`config.mk`:
```
export PLATFORM = sky130hd
export DESIGN_NAME = aoi_chain_sweep
export DESIGN_NICKNAME = d
export VERILOG_FILES = /design/src/rtl/aoi_chain_sweep.sv
export SDC_FILE = /design/constraint.sdc
export NUM_CORES = 1
export LEC_CHECK = 0
export ABC_AREA = 1
export CORE_AREA = 2 2 62 53
export DETAILED_ROUTE_END_ITERATION = 8
export DIE_AREA = 0 0 64 55
export DONT_BUFFER_PORTS = 1
export GPL_TIMING_DRIVEN = 1
export PLACE_DENSITY = 0.87
export RECOVER_POWER = 100
export REMOVE_ABC_BUFFERS = 1
export SYNTH_ARGS = -nofsm -noshare
export SYNTH_HDL_FRONTEND = slang
export SYNTH_SLANG_ARGS = --single-unit
```
`constraint.sdc`:
```
create_clock -name clk -period 1.4 [get_ports clk]
set_input_delay 0.28 -clock clk [delete_from_list [all_inputs] [get_ports clk]]
set_output_delay 0.28 -clock clk [all_outputs]
set_load 0.05 [all_outputs]
```
`src/rtl/aoi_chain_sweep.sv`:
```
// aoi_chain_sweep: registered N-input AOI chain with an exhaustive sweep mode.
// Define AOI_SIG_EN to build the 16-bit output-signature MISR on sig_out.
module aoi_chain_sweep #(
  parameter int N     = 5,
  parameter int DWELL = 4
) (
  input  logic         clk,
  input  logic         rst,
  input  logic         mode,
  input  logic         start,
  input  logic [N-1:0] in_vec,
  output logic [N-1:0] pat_out,
  output logic         f_out,
  output logic         pat_valid,
  output logic         busy,
  output logic         done,
  output logic [N:0]   ones_cnt,
  output logic [15:0]  sig_out
);

  typedef enum logic [1:0] {
    IDLE  = 2'd0,
    SWEEP = 2'd1,
    DONE  = 2'd2
  } state_t;

  localparam logic [N:0] PAT_LAST = {1'b0, {N{1'b1}}};
  localparam logic [N:0] N1_ONE   = {{N{1'b0}}, 1'b1};
  localparam logic [7:0] DW_LAST  = 8'(DWELL - 1);

  // bit0 & bit1, OR'd with the middle terms, gated by the top bit
  function automatic logic aoi(input logic [N-1:0] v);
    logic t;
    t = v[0] & v[1];
    for (int i = 2; i <= N - 2; i++) begin
      t = t | v[i];
    end
    return ~(t & v[N-1]);
  endfunction

  state_t       state_q;
  state_t       state_d;
  logic         accept;
  logic [N:0]   pat_q;
  logic [7:0]   dwell_q;
  logic [N:0]   ones_q;
  logic         pat_f;
  logic         dwell_zero;
  logic         dwell_end;

  assign pat_f      = aoi(pat_q[N-1:0]);
  assign dwell_zero = (dwell_q == 8'd0);
  assign dwell_end  = (dwell_q == DW_LAST);

  always_ff @(posedge clk or posedge rst) begin
    if (rst) begin
      state_q <= IDLE;
    end else begin
      state_q <= state_d;
    end
  end

  always_comb begin
    state_d = state_q;
    accept  = 1'b0;
    unique case (state_q)
      IDLE: begin
        if (start && mode) begin
          state_d = SWEEP;
          accept  = 1'b1;
        end
      end
      SWEEP: begin
        if (pat_q == PAT_LAST && dwell_end) begin
          state_d = DONE;
        end
      end
      DONE: state_d = IDLE;
      default: state_d = IDLE;
    endcase
  end

  // pat_q is one bit wider than a pattern so it never wraps mid-sweep
  always_ff @(posedge clk or posedge rst) begin
    if (rst) begin
      pat_out   <= '0;
      f_out     <= 1'b0;
      pat_valid <= 1'b0;
      pat_q     <= '0;
      dwell_q   <= '0;
      ones_q    <= '0;
    end else begin
      unique case (state_q)
        IDLE: begin
          pat_out   <= in_vec;
          f_out     <= aoi(in_vec);
          pat_valid <= 1'b0;
          if (accept) begin
            pat_q   <= '0;
            dwell_q <= '0;
            ones_q  <= '0;
          end
        end
        SWEEP: begin
          pat_out   <= pat_q[N-1:0];
          f_out     <= pat_f;
          pat_valid <= dwell_zero;
          if (dwell_end) begin
            dwell_q <= '0;
            pat_q   <= pat_q + N1_ONE;
          end else begin
            dwell_q <= dwell_q + 8'd1;
          end
          if (dwell_zero && pat_f) begin
            ones_q <= ones_q + N1_ONE;
          end
        end
        default: begin
          pat_valid <= 1'b0;
        end
      endcase
    end
  end

`ifdef AOI_SIG_EN
  logic [15:0] sig_q;
  logic        sig_fb;

  assign sig_fb = sig_q[15] ^ sig_q[13] ^ sig_q[12]
                ^ sig_q[10] ^ pat_f;

  always_ff @(posedge clk or posedge rst) begin
    if (rst) begin
      sig_q <= '0;
    end else if (accept) begin
      sig_q <= '0;
    end else if (state_q == SWEEP && dwell_zero) begin
      sig_q <= {sig_q[14:0], sig_fb};
    end
  end

  assign sig_out = sig_q;
`else
  assign sig_out = 16'h0000;
`endif

  assign ones_cnt = ones_q;
  assign busy     = (state_q == SWEEP);
  assign done     = (state_q == DONE);

endmodule

```
==> flow_metrics.py <==
metrics = {
    "die": {
        "die_x_um": 64,
        "dieArea_mm2": 0.00352,
        "rows": 18,
        "core_mm2": 0.00291,
        "initial_core_util": 0.593,
        "io_pins": 40,
        "dieHeight_um": 55,
    },
    "synthesis": {
        "ys_types": 29,
        "synth_area_per_cell_um2": 7.76,
        "post-synth-top-count-cell": "nand2_1",
        "synth_edf_count": 0,
        "synth_ff_type": "dfrtp_1",
        "synth_area_leaders": "dfrtp_1 (42%), nand2_1 (13%), nand3_1 (8.1%), buf_4 (7.8%), inv_1 (4.8%)",
        "synth-simple-area-share": 0.327,
        "synth_common_cells": "nand2_1 (58), dfrtp_1 (29), nand3_1 (28)",
        "synth_seq_cells": 29,
        "synthMuxAreaShare": 0,
        "synth_top_family_by_area": "simple AND/OR/NAND/NOR gates",
        "syn-cell-area_mm2": 0.00172,
        "ys_async_sr_fraction": 1.00,
        "synthXorXnorAreaFrac": 0.0102,
        "netlist.area_leader.share": 0.421,
        "synth_cells": 222,
        "synth_top_area_cell": "dfrtp_1",
        "yosys.area_share.adder": 0.0363,
        "yosys_warnings": 0,
        "synth_compound_area_frac": 0.0617,
        "ys_seq_area_frac": 0.421,
    },
    "detailed_routing": {
        "dr_total_vias": 1523,
        "drc": 0,
        "drt_iter0_drc": 87,
        "wirelength_um": 3910,
        "ant_nets": 0,
        "drtPass1Iterations": 4,
        "post_drt_wl_per_cell_um": 13.4,
        "vias_per_cell": 5.22,
    },
    "critical_path": {
        "crit_arrival_ns": 1.14,
        "timing.rr.end": "f_out",
        "cp.depth": 3,
        "cp_top_family": "flip-flops",
        "reg2reg_depth": 9,
        "cpPeakStageDelay_ns": 0.45,
        "crit_slowest_cell": "dfrtp_2",
        "path_common_cell": "buf_12",
        "path_cells": "buf_12 > nor2_8 > buf_12",
        "path_class": "register to output pin",
        "cp_max_fo": 3,
        "r2r-start": "pat_q[0]",
        "startpoint_type": "register",
        "required_ns": 1.12,
        "rrSetupSlack_ns": 0,
        "critical_path_buf_inv_count": 2,
        "cp-end-kind": "output pin",
    },
    "sta": {
        "drv_slew": 0,
        "post-route-period-util": 1.02,
        "finalHoldViolCount": 0,
        "min_period_ns": 1.42,
        "setup_violations": 1,
        "clock.fmax_mhz": 702,
        "fin_skew_ns": 0.0122,
        "fin_setup_tns_ns": -0.0246,
        "holdWs_ns": 0.0783,
        "maxSlewHeadroom": 0.524,
        "rsz0062_at_grt": "true",
        "fin_ws_ns": -0.0246,
        "tightest_slew_ns": 0.714,
    },
    "power": {
        "cellPowerDensity_mw_per_mm2": 876,
        "peakVddDrop_v": 0.000766,
        "power_mw": 1.81,
        "leakagePower_nw": 1.10,
    },
    "flow_run": {
        "drv_cap": 0,
    },
    "global_route": {
        "grt_max_degree": 30,
        "grt_pass1_vias": 1323,
        "grtUsageTotal": 0.223,
        "grt_pass1_wl_um": 5780,
        "overflow": 0,
        "antenna_found_initial": 0,
    },
    "cts": {
        "cts_num_sinks": 29,
        "cts.htree.levels": 2,
        "clk_latency_ns": 0.34,
        "cts_buffer_depth": 2,
        "cts_buffers": 5,
        "cts_tree": "built",
        "cts.clk_slew.worst_paths_ns": 0.09,
        "cts-root-buf": "clkbuf_4",
    },
    "place": {
        "place_congestion": 0.814,
        "io_buffers": 0,
        "hpwl_um": 2530,
    },
    "layout": {
        "layout-drive-gt1-share": 0.254,
        "nets": 265,
        "diodes": 0,
        "fill_cells": 210,
        "area_growth_syn_to_layout_pct": 20.2,
    },
    "status": {
        "status": "finished, violations left",
        "failed_checks": "setup timing",
    },
    "min_path": {
        "hold_class": "input port to register",
        "hold_start": "in_vec[3]",
        "worstHoldEndpoint": "pat_out[3]",
        "hold_depth": 2,
    },
}
==> cells in the final DEF (no fill, tap or decap), drive strengths merged, types with 2 or more instances in the layout <==
cell type,instances
dfrtp,29
nand2,62
clkbuf,6
nand4,2
bufinv,2
buf,23
o21ai,14
nand3,30
conb,16
inv,26
nor3b,2
a21oi,3
nor2,23
ha,5
==> routing by layer <==
layer,up-vias,routed length (um),track usage
met5,-,0,0
met1,708,1610,0.290
met3,11,350,0.0547
met4,0,108,0.0978
li1,733,-,-
met2,71,1840,0.363
==> kinds of logic after synthesis <==
group | count (synthesis)
flops | 29
simple gates | 120
buf+inv | 45
other cells | 1
xor+xnor | 2
fa+ha+maj | 5
compound gates | 20
==> sequential cells by signal, summed over array words and instances (netlist names) <==
register	flops
state_q	2
pat_valid	1
f_out	1
pat_out	5
pat_q	6
ones_cnt	6
dwell_q	8
==> through the flow <==
step	cell area [um2]	cells	worst slack, ns	util
final	2070	292	-0.0246	0.713
after global routing	2070	292	-0.0746	0.713
after CTS	1980	289	-0.0705	0.682
after detailed placement	1820	275	-0.0247	0.627
after global placement	1820	275	0.0665	0.627
after floorplan	1630	218	-0.190	-
==> final cells by class <==
cell class | count | area (um2) | share of cell area
clock buffers | 5 | 37.5 | 0.0181
repair buffers | 25 | 216 | 0.105
multi-input cells | 164 | 876 | 0.423
inverters | 26 | 97.6 | 0.0471
clock inverters | 3 | 65.1 | 0.0314
flip-flops and latches | 29 | 728 | 0.352
well taps | 40 | 50.0 | 0.0242
==> worst register-to-register path, delay by kind of cell (launching register included) <==
kind,cells,cell delay (ns)
buffers and inverters,3,0.15
AOI/OAI and AO/OA,1,0.24
adders and majority gates,2,0.34
DFF,1,0.37
and+or+nand+nor,3,0.20
==> worst max path at each step <==
stage                     slack [ns]     endpoint        from
final                          -0.02         busy  state_q[1]
after global routing           -0.07         busy  state_q[1]
after CTS                      -0.07         done  state_q[1]
after detailed placement       -0.02  ones_cnt[4]    pat_q[0]
after global placement          0.07  ones_cnt[5]    pat_q[1]
after floorplan                -0.19         done  state_q[1]
==> what timing repair did <==
item | 4_1_cts | 5_1_grt
hold endpoints to repair | 29 | 0
pin swaps | 1 | 7
hold buffers | 1 | 0
setup buffers | 4 | 3
gates cloned | 1 | 0
setup endpoints to repair | 4 | 18
gates resized for setup | 4 | 21
==> report_power, final <==
part | total (mW) | switching (mW) | internal [mW]
sequential | 0.837 | 0 | 0.837
clock | 0.862 | 0.309 | 0.553
combinational | 0.115 | 0.111 | 0.00398
total | 1.81 | 0.420 | 1.39
Note: power is estimated with default switching activity, not from simulation.
